## config.mk

```make
export PLATFORM = sky130hd
export DESIGN_NAME = param_datapath
export DESIGN_NICKNAME = d
export VERILOG_FILES = /design/src/rtl/dp_pkg.sv /design/src/rtl/dp_alu.sv /design/src/rtl/param_datapath.sv
export SDC_FILE = /design/constraint.sdc
export NUM_CORES = 1
export LEC_CHECK = 0
export CAP_MARGIN = 40
export CORE_UTILIZATION = 61
export DETAILED_ROUTE_END_ITERATION = 7
export GPL_ROUTABILITY_DRIVEN = 0
export GPL_TIMING_DRIVEN = 0
export PLACE_DENSITY = 0.83
export RECOVER_POWER = 100
export SETUP_SLACK_MARGIN = 0.02
export SYNTH_ARGS = -nofsm -noshare
export SYNTH_HDL_FRONTEND = slang
export SYNTH_SLANG_ARGS = --single-unit
```

## constraint.sdc

```tcl
create_clock -name clk -period 16.9 [get_ports clk]
set_input_delay 2.535 -clock clk [delete_from_list [all_inputs] [get_ports clk]]
set_output_delay 2.535 -clock clk [all_outputs]
set_load 0.02 [all_outputs]
```

## src/rtl/dp_pkg.sv

```systemverilog
// rtl/dp_pkg.sv - shared types and constants for param_datapath
// Contents: ALU operation encodings, memory handshake states, flag bit indices.
package dp_pkg;

    typedef enum logic [2:0] {
        ALU_ADD   = 3'd0,
        ALU_SUB   = 3'd1,
        ALU_PASSB = 3'd2,
        ALU_AND   = 3'd3,
        ALU_OR    = 3'd4,
        ALU_XOR   = 3'd5,
        ALU_SHL1  = 3'd6,
        ALU_SHR1  = 3'd7
    } alu_op_e;

    typedef enum logic [1:0] {
        MEM_IDLE    = 2'd0,
        MEM_RD_WAIT = 2'd1,
        MEM_WR_WAIT = 2'd2
    } mem_state_e;

    // flags vector is {V,C,N,Z}
    localparam int FLAG_Z = 0;
    localparam int FLAG_N = 1;
    localparam int FLAG_C = 2;
    localparam int FLAG_V = 3;

endpackage

```

## src/rtl/dp_alu.sv

```systemverilog
// rtl/dp_alu.sv - combinational ALU for param_datapath
// Ports: i_a (Y operand), i_b (bus operand), i_op (alu_op_e encoding),
//        o_result (DW-bit result), o_flags ({V,C,N,Z}).
module dp_alu
    import dp_pkg::*;
#(
    parameter int DW = 16
) (
    input  logic [DW-1:0] i_a,
    input  logic [DW-1:0] i_b,
    input  logic [2:0]    i_op,
    output logic [DW-1:0] o_result,
    output logic [3:0]    o_flags
);

    logic [DW-1:0] w_b_eff;
    logic          w_cin;
    logic [DW:0]   w_sum;
    logic          w_c;
    logic          w_v;

    always_comb begin
        // SUB reuses the adder as A + ~B + 1 so carry/overflow come out uniformly
        w_b_eff  = (alu_op_e'(i_op) == ALU_SUB) ? ~i_b : i_b;
        w_cin    = (alu_op_e'(i_op) == ALU_SUB);
        w_sum    = {1'b0, i_a} + {1'b0, w_b_eff} + {{DW{1'b0}}, w_cin};
        o_result = '0;
        w_c      = 1'b0;
        w_v      = 1'b0;
        case (alu_op_e'(i_op))
            ALU_ADD, ALU_SUB: begin
                o_result = w_sum[DW-1:0];
                w_c      = w_sum[DW];
                w_v      = (i_a[DW-1] == w_b_eff[DW-1]) && (w_sum[DW-1] != i_a[DW-1]);
            end
            ALU_PASSB: o_result = i_b;
            ALU_AND:   o_result = i_a & i_b;
            ALU_OR:    o_result = i_a | i_b;
            ALU_XOR:   o_result = i_a ^ i_b;
            ALU_SHL1: begin
                o_result = {i_b[DW-2:0], 1'b0};
                w_c      = i_b[DW-1];
            end
            ALU_SHR1: begin
                o_result = {1'b0, i_b[DW-1:1]};
                w_c      = i_b[0];
            end
            default: o_result = '0;
        endcase
        o_flags         = '0;
        o_flags[FLAG_V] = w_v;
        o_flags[FLAG_C] = w_c;
        o_flags[FLAG_N] = o_result[DW-1];
        o_flags[FLAG_Z] = (o_result == '0);
    end

endmodule

```

## src/rtl/param_datapath.sv

```systemverilog
// rtl/param_datapath.sv - parametrised multi-cycle CPU datapath with memory handshake
// Ports: clk/rst_n (sync active-low reset); ld* load strobes; t*/thash* one-hot
//        bus source enables; rchoosein/rchooseout register indices; funSel ALU op;
//        mem_rd/mem_wr request pulses; mem_req/mem_we/mem_addr/mem_wdata/mem_rdata/
//        mem_ack memory handshake; busy, ir, flags {V,C,N,Z}, sticky bus_err.
module param_datapath
    import dp_pkg::*;
#(
    parameter int          DW      = 16,
    parameter int          NREG    = 8,
    parameter int          RAW     = $clog2(NREG),
    parameter logic [DW-1:0] SP_INIT = {DW{1'b1}}
) (
    input  logic           clk,
    input  logic           rst_n,
    input  logic           ldMAR,
    input  logic           ldMDR,
    input  logic           ldIR,
    input  logic           ldPC,
    input  logic           ldSP,
    input  logic           ldYreg,
    input  logic           ldZ,
    input  logic           ldR,
    input  logic [RAW-1:0] rchoosein,
    input  logic [RAW-1:0] rchooseout,
    input  logic           tMDR,
    input  logic           tPC,
    input  logic           tSP,
    input  logic           treg,
    input  logic           tZ,
    input  logic           thash2,
    input  logic           thash4,
    input  logic [2:0]     funSel,
    input  logic           mem_rd,
    input  logic           mem_wr,
    output logic           mem_req,
    output logic           mem_we,
    output logic [DW-1:0]  mem_addr,
    output logic [DW-1:0]  mem_wdata,
    input  logic [DW-1:0]  mem_rdata,
    input  logic           mem_ack,
    output logic           busy,
    output logic [DW-1:0]  ir,
    output logic [3:0]     flags,
    output logic           bus_err
);

    localparam logic [DW-1:0] C_TWO  = DW'(2);
    localparam logic [DW-1:0] C_FOUR = DW'(4);

    logic [DW-1:0] r_mar, r_mdr, r_ir, r_pc, r_sp, r_y, r_z;
    logic [3:0]    r_flags;
    logic [DW-1:0] r_rf [NREG];
    mem_state_e    r_state;
    logic          r_mem_req, r_mem_we, r_bus_err;

    logic [6:0]    w_src;
    logic          w_multi;
    logic [DW-1:0] w_bus;
    logic [DW-1:0] w_alu_res;
    logic [3:0]    w_alu_flags;

    // Two or more enables: clearing the lowest set bit leaves something behind.
    assign w_src   = {tMDR, tPC, tSP, treg, tZ, thash2, thash4};
    assign w_multi = |(w_src & (w_src - 7'd1));

    always_comb begin
        w_bus = '0;
        if (!w_multi) begin
            w_bus = ({DW{tMDR}}   & r_mdr)
                  | ({DW{tPC}}    & r_pc)
                  | ({DW{tSP}}    & r_sp)
                  | ({DW{treg}}   & r_rf[rchooseout])
                  | ({DW{tZ}}     & r_z)
                  | ({DW{thash2}} & C_TWO)
                  | ({DW{thash4}} & C_FOUR);
        end
    end

    dp_alu #(.DW(DW)) u_alu (
        .i_a      (r_y),
        .i_b      (w_bus),
        .i_op     (funSel),
        .o_result (w_alu_res),
        .o_flags  (w_alu_flags)
    );

    always_ff @(posedge clk) begin
        if (!rst_n) begin
            r_mar     <= '0;
            r_mdr     <= '0;
            r_ir      <= '0;
            r_pc      <= '0;
            r_sp      <= SP_INIT;
            r_y       <= '0;
            r_z       <= '0;
            r_flags   <= '0;
            r_bus_err <= 1'b0;
        end else begin
            if (ldMAR)  r_mar <= w_bus;
            if (ldIR)   r_ir  <= w_bus;
            if (ldPC)   r_pc  <= w_bus;
            if (ldSP)   r_sp  <= w_bus;
            if (ldYreg) r_y   <= w_bus;
            if (ldZ) begin
                r_z     <= w_alu_res;
                r_flags <= w_alu_flags;
            end
            // Read completion wins over a same-cycle ldMDR.
            if (r_state == MEM_RD_WAIT && mem_ack)
                r_mdr <= mem_rdata;
            else if (ldMDR)
                r_mdr <= w_bus;
            r_bus_err <= r_bus_err | w_multi;
        end
    end

    always_ff @(posedge clk) begin
        if (!rst_n) begin
            for (int i = 0; i < NREG; i++) r_rf[i] <= '0;
        end else if (ldR) begin
            r_rf[rchoosein] <= w_bus;
        end
    end

    always_ff @(posedge clk) begin
        if (!rst_n) begin
            r_state   <= MEM_IDLE;
            r_mem_req <= 1'b0;
            r_mem_we  <= 1'b0;
        end else begin
            case (r_state)
                MEM_IDLE: begin
                    if (mem_rd) begin
                        r_state   <= MEM_RD_WAIT;
                        r_mem_req <= 1'b1;
                        r_mem_we  <= 1'b0;
                    end else if (mem_wr) begin
                        r_state   <= MEM_WR_WAIT;
                        r_mem_req <= 1'b1;
                        r_mem_we  <= 1'b1;
                    end
                end
                MEM_RD_WAIT, MEM_WR_WAIT: begin
                    if (mem_ack) begin
                        r_state   <= MEM_IDLE;
                        r_mem_req <= 1'b0;
                        r_mem_we  <= 1'b0;
                    end
                end
                default: begin
                    r_state   <= MEM_IDLE;
                    r_mem_req <= 1'b0;
                    r_mem_we  <= 1'b0;
                end
            endcase
        end
    end

    assign mem_req   = r_mem_req;
    assign mem_we    = r_mem_we;
    assign mem_addr  = r_mar;
    assign mem_wdata = r_mdr;
    assign busy      = (r_state != MEM_IDLE);
    assign ir        = r_ir;
    assign flags     = r_flags;
    assign bus_err   = r_bus_err;

endmodule

```

# Word level (Yosys, flattened, before mapping)
# Memories as Yosys holds them, arrays and structs flattened.
# Index checks and enable logic that the tools add are counted.
[word_totals]
ff_bits = 121
latch_bits = 0
ram_bits = 128
rom_bits = 0
input_bits = 45
out_inout_bits = 56
elab_cells = 82
mem_count = 1
[memory_table]
columns = ["memory", "depth", "word_bits", "rd", "rd_ports_with_merged_regs", "write_ports", "line", "source"]
rows = [
  ["r_rf", 8, 16, 1, 0, 8, "param_datapath.sv:53", "logic [DW-1:0] r_rf [NREG];"],
]
[classes]
add_sub_neg = 3
n_mul = 0
div_mod_pow = 0
order_cmp = 0
n_eq_ne = 13
n_shift = 0
muxes = 24
bitwise_logic = 17
n_reduce_logical = 12
[ops]
columns = ["op", "count"]
rows = [
  ["16-bit one-hot mux with 7 select lines", 1],
  ["16-bit AND", 6],
  ["16-bit 2-to-1 mux", 5],
  ["16-bit bitwise OR", 5],
  ["16-bit by 16-bit adder with 17-bit output", 1],
  ["17-bit by 1-bit adder with 17-bit output", 1],
  ["16-bit zero test", 1],
  ["16-bit inverter", 1],
  ["16-bit by 2-bit bitwise OR with 16-bit output", 1],
  ["16-bit by 3-bit bitwise OR with 16-bit output", 1],
  ["16-bit OR reduction", 1],
  ["16-bit XOR", 1],
  ["3-bit == test, second input constant", 4],
  ["1-bit 2-to-1 mux", 10],
  ["7-bit AND", 1],
  ["7-bit OR reduction", 1],
  ["7-bit by 1-bit subtractor with 7-bit output, second input constant", 1],
  ["3-bit by 2-bit == test with 1-bit output, second input constant", 2],
  ["2-bit 2-to-1 mux", 3],
  ["1-bit one-hot mux with 2 select lines", 2],
  ["2-bit one-hot mux with 2 select lines", 1],
  ["2-bit nonzero test", 2],
  ["2-bit OR reduction", 2],
  ["3-bit by 1-bit == test with 1-bit output, second input constant", 1],
  ["other kinds (13)", 14],
]

# Depth between registers and ports, before layout
[depth]
ltp_word = 15
ltp_mapped = 21
depth_no_buf = 17

# Cells and area by module
# From an unflattened synthesis, not the netlist that was laid out.
[unflattened]
cells_unflattened = 1290
hier_area_um2 = 13377.8
[by_module_without_submodules]
columns = ["mod", "n_inst", "cells_each", "area_per_inst_um2"]
rows = [
  ["param_datapath", 1, 938, 10819.1],
  ["dp_alu", 1, 352, 2558.7],
]

# Worst setup path after synthesis
# Ideal clock, no wire load.
[synth_timing]
kind = "in2reg"
from = "input port tZ"
to = "register r_flags[0] (netlist: flags[0])"
t_arrival_ns = 6.998
required_ns = 16.783
path_slack_ns = 9.784
stages = 20
path_buffers = 4
path_cell_list = "buf_6 or4_4 a211oi_2 o21a_2 buf_2 buf_2 nand2_1 clkbuf_1 xnor2_1 fa_1 a211oi_1 nor4_1 a2111oi_0 o21bai_1 a21o_1 xnor2_1 a211oi_1 nand4b_1 nor4_1 a32o_1"
[synth_via]
elab_chain_cells = 11
word_cells_on_any_way = 17
cone_classes = "3 x add/sub; 3 x mux; 9 x bitwise; 2 x reduce/logical"
[synth_lines]
columns = ["item", "line", "source"]
rows = [
  ["from (decl)", "param_datapath.sv:30", "input logic tZ,"],
  ["parallel branches: the longest is 4 deep, another holds 7-bit by 1-bit subtractor with 7-bit output", "-", ""],
  ["16-bit 2-to-1 mux (*)", "param_datapath.sv:69", "if (!w_multi) begin"],
  ["16-bit inverter", "dp_alu.sv:24", "w_b_eff = (alu_op_e'(i_op) == ALU_SUB) ? ~i_b : i_b;"],
  ["16-bit 2-to-1 mux", "dp_alu.sv:24", ""],
  ["16-bit by 16-bit adder with 17-bit output", "dp_alu.sv:26", "w_sum = {1'b0, i_a} + {1'b0, w_b_eff} + {{DW{1'b0}}, w_cin};"],
  ["17-bit by 1-bit adder with 17-bit output", "dp_alu.sv:26", ""],
  ["16-bit one-hot mux with 7 select lines (*)", "dp_alu.sv:30", "case (alu_op_e'(i_op))"],
  ["16-bit zero test (*)", "dp_alu.sv:54", "o_flags[FLAG_Z] = (o_result == '0);"],
  ["to (signal assigned)", "param_datapath.sv:107", "r_flags <= w_alu_flags;"],
  ["to (decl)", "param_datapath.sv:52", "logic [3:0] r_flags;"],
]
# Every way passes the cells marked *.
# A chain may end at the register's enable or synchronous reset.

# Worst setup path in the final report
[layout_timing]
from = "input port rchooseout[1]"
to = "register r_flags[0] (netlist: flags[0])"
[layout_via]
elab_chain_cells = 13
word_cells_on_any_way = 16
cone_classes = "2 x add/sub; 3 x mux; 9 x bitwise; 1 x reduce/logical; 1 x memory"
[layout_lines]
columns = ["item", "line", "source"]
rows = [
  ["from (decl)", "param_datapath.sv:25", "input logic [RAW-1:0] rchooseout,"],
  ["memory 8 x 16 bit (*)", "-", ""],
  ["16-bit AND (*)", "param_datapath.sv:73", "| ({DW{treg}} & r_rf[rchooseout])"],
  ["16-bit bitwise OR (*)", "param_datapath.sv:73", ""],
  ["16-bit bitwise OR (*)", "param_datapath.sv:74", "| ({DW{tZ}} & r_z)"],
  ["16-bit by 2-bit bitwise OR with 16-bit output (*)", "param_datapath.sv:75", "| ({DW{thash2}} & C_TWO)"],
  ["16-bit by 3-bit bitwise OR with 16-bit output (*)", "param_datapath.sv:76", "| ({DW{thash4}} & C_FOUR);"],
  ["16-bit 2-to-1 mux (*)", "param_datapath.sv:69", ""],
  ["16-bit inverter", "dp_alu.sv:24", ""],
  ["16-bit 2-to-1 mux", "dp_alu.sv:24", ""],
  ["16-bit by 16-bit adder with 17-bit output", "dp_alu.sv:26", ""],
  ["17-bit by 1-bit adder with 17-bit output", "dp_alu.sv:26", ""],
  ["16-bit one-hot mux with 7 select lines (*)", "dp_alu.sv:30", ""],
  ["16-bit zero test (*)", "dp_alu.sv:54", ""],
]
# Every way passes the cells marked *; elsewhere a longest branch is shown, timed or not.

==> results.sh <==
export IMPL_status="complete, but fails checks"
export IMPL_failed_checks="DRC"
export IMPL_fmax_mhz=106.1
export IMPL_clock_sinks=247
export IMPL_core_sq_mm=0.02102
export IMPL_post_cts_setup_buffer_count=0
export IMPL_p_switching_w=0.0003511
export IMPL_initial_core_util_pct=62.09
export IMPL_cts_root_buf="clkbuf_16"
export IMPL_ys_top_cells_by_count="nor2_1 (152), nand2_1 (130), edfxtp_1 (128)"
export IMPL_worstPathArrival_ns=9.89
export IMPL_setup_tns_final_ns=0
export IMPL_cts_tree="yes"
export IMPL_portBuffers=88
export IMPL_dpl_cell_area_sq_mm=0.01428
export IMPL_p_per_area_mw_per_mm2=91.60
export IMPL_vias_per_cell=6.374
export IMPL_wl_met3_um=4809
export IMPL_ys_flop_type="edfxtp_1"
export IMPL_grt_usage_pct=34.67
export IMPL_maxCapViolCount=0
export IMPL_synth_area_sq_mm=0.01305
export IMPL_cts_resized=0
export IMPL_yosysTopAreaCell="edfxtp_1"
export IMPL_startpoint_type="primary input"
export IMPL_met2WireLength_um=16650
export IMPL_drive_gt1_share_pct=6.138
export IMPL_drc=5
export IMPL_grt_antenna_before_repair=2
export IMPL_avgSynthCellArea_sq_um=10.28
export IMPL_netSwitchingFraction_pct=25.46
export IMPL_num_vias=10680
export IMPL_grt_start_max_net_pins=17
export IMPL_drt_iter0_markers=1491
export IMPL_yosysWarnings=0
export IMPL_yosysTopAreaCellShare_pct=29.45
export IMPL_overflow=0
export IMPL_hp_class="reg2reg"
export IMPL_die_w_um=148.3
export IMPL_critPathCaptureType="flip-flop"
export IMPL_grt_first_pass_wirelength_um=56990
export IMPL_utilization_pct=71.59
export IMPL_dp_slack_ns=7.549
export IMPL_finalHoldViolations=0
export IMPL_totalWireLength_um=38270
export IMPL_p_int_w=0.001028
export IMPL_io_pins=101
export IMPL_slew_violations=0
export IMPL_synth_cells=1269
export IMPL_die_h_um=148.3
export IMPL_timing_final_crit_share_pct=55.76
export IMPL_maxSlewHeadroom_pct=39.21
export IMPL_dieArea_sq_mm=0.02198
export IMPL_final_nets=1481
export IMPL_setup_viol=0
export IMPL_yosys_top_cells_area="edfxtp_1 (29%), dfxtp_1 (18%), mux2i_1 (7.4%)"
export IMPL_diodes=0
export IMPL_cts_buffers_inserted=25
export IMPL_first_global_vias=9935
export IMPL_worstMarginPinSlew_ns=0.9023
export IMPL_cp_data_required_time_ns=17.37
export IMPL_drtPass1Iterations=8
export IMPL_rows=53
export IMPL_syn2layout_area_growth_pct=15.31
export IMPL_grt_setup_unrepaired="false"
export IMPL_seq_power_share_pct=48.1
export IMPL_ctsLongestPathBuffers=3
export IMPL_synth_nets=1366
export IMPL_async_flop_share_pct=0
export IMPL_period_minus_slack_ns=9.423
export IMPL_holdBufCountCts=0
export IMPL_synth_edf_count=128
export IMPL_wire_per_inst_um=22.84
export IMPL_critPathKind="in2reg"
export IMPL_top_layer_used="met4"
export IMPL_antenna_left=0
export IMPL_cts_htree_levels=1
export IMPL_ys_types=74
export IMPL_pwr_share_clk_pct=39.4
export IMPL_power_leakage_nw=6.190
export IMPL_p_comb_share_pct=12.5
export IMPL_hpwl_um=27470
export IMPL_clk_latency_ns=0.54
export IMPL_setup_slack_ns=7.477
export IMPL_finish_instance_area_sq_mm=0.01505
export IMPL_clk_pin_slew_ns=0.06
export IMPL_wl_met1_um=14890
export IMPL_ys_ff_latch=247
export IMPL_fin_skew_ns=0.01474
export IMPL_crit_fanout=10
export IMPL_hold_ws_ns=0.4427
export IMPL_yosysSeqAreaShare_pct=47.70
export IMPL_max_vdd_ir_drop_mv=0.06980
export IMPL_synth_most_common_cell="nor2_1"
worst max-delay path, cell delays in order:
cell and delay (ns):
dlygate4sd3_1 0.78, clkbuf_1 0.56, clkbuf_1 0.71, mux4_2 0.43, nand2b_1 0.18, a21oi_1 0.43, nand2b_1 0.27, clkbuf_1 0.61
xnor2_1 0.16, ha_1 0.29, clkbuf_1 0.21, a41oi_1 0.25, o21ai_0 0.12, a2111oi_0 0.68, xnor2_1 0.24, o22ai_1 0.28
o2111ai_1 0.17, a211oi_1 0.26, nand4b_1 0.13, nor4_1 0.38, a32o_1 0.23
registers in the layout, indices dropped and copies added (netlist names), 4 cells and up:
| register | flops |
|---|---|
| r_rf | 128 |
| ir | 16 |
| mem_addr | 16 |
| mem_wdata | 16 |
| r_pc | 16 |
| r_sp | 16 |
| r_y | 16 |
| r_z | 15 |
| flags | 4 |
placed cells by master (no fill, tap or decap), types with 10 or more instances in the layout:
cell type	count
clkbuf_1	80
a21oi_1	28
xnor2_1	21
o21ai_0	62
inv_1	43
ha_1	51
nand2b_1	20
a22oi_1	32
edfxtp_1	128
mux4_2	28
dfxtp_1	119
nor2_1	152
nand3_1	12
nor2b_1	79
buf_1	16
a221oi_1	15
dlygate4sd3_1	58
clkdlybuf4s50_1	30
clkbuf_16	25
nand2_1	130
a21o_1	10
o211a_1	20
mux2i_1	96
power by group through the flow:
| stage | combinational [W] | sequential, W | clock [W] |
|---|---|---|---|
| global route | 0.000183 | 0.000664 | 0.000565 |
| CTS | 0.000170 | 0.000662 | 0.000542 |
| global placement | 0.000166 | 0.000673 | 0 |
| finish | 0.000173 | 0.000662 | 0.000544 |
| floorplan | 0.000105 | 0.000675 | 0 |
| detailed placement | 0.000168 | 0.000675 | 0 |
cells by family (layout without fill, tap and decap cells):
kind of cell	Yosys count	in the layout	synth area share (%)
AO/OA/AOI/OAI	236	236	12.96
XOR/XNOR	24	24	1.611
adder cells (fa/ha/maj)	52	52	5.043
buffers and inverters	143	275	4.324
flip-flops	247	247	47.70
multiplexers	132	132	12.90
AND/OR/NAND/NOR	435	435	15.45
per-layer routing:
metal | track usage (%) | vias up
met2 | 53.15 | 751
met5 | 0 | -
met1 | 46.74 | 5021
li1 | - | 4763
met3 | 8.405 | 147
met4 | 15.46 | 0
through the flow:
stage / total power, W / instances
2_1_floorplan: 0.0007807 / 1269
3_3_place_gp: 0.0008390 / 1632
3_5_place_dp: 0.0008429 / 1632
4_1_cts: 0.001374 / 1676
5_1_grt: 0.001412 / 1676
6_report: 0.001379 / 1676
path summary, 6_finish.rpt:
path                  from  endpoint  slack [ns]  depth (start not counted)
max          rchooseout[1]  flags[0]        7.48                         21
max reg2reg     r_rf[5][7]  flags[0]       11.11                         18
min                mem_req   mem_req        0.44                          2
min reg2reg        mem_req   mem_req        0.44                          2
cell type report:
cell class	instances	area [sq um]
plain buffers	99	397.9
clock buffers	35	713.2
clock inverters	9	90.09
fillers	1494	5972
inverters	44	165.2
multi-input cells	879	6232
flip-flops and latches	247	6226
well taps	275	344.1
repair buffers	88	880.8
No activity file was read; power rests on OpenSTA's default activity.
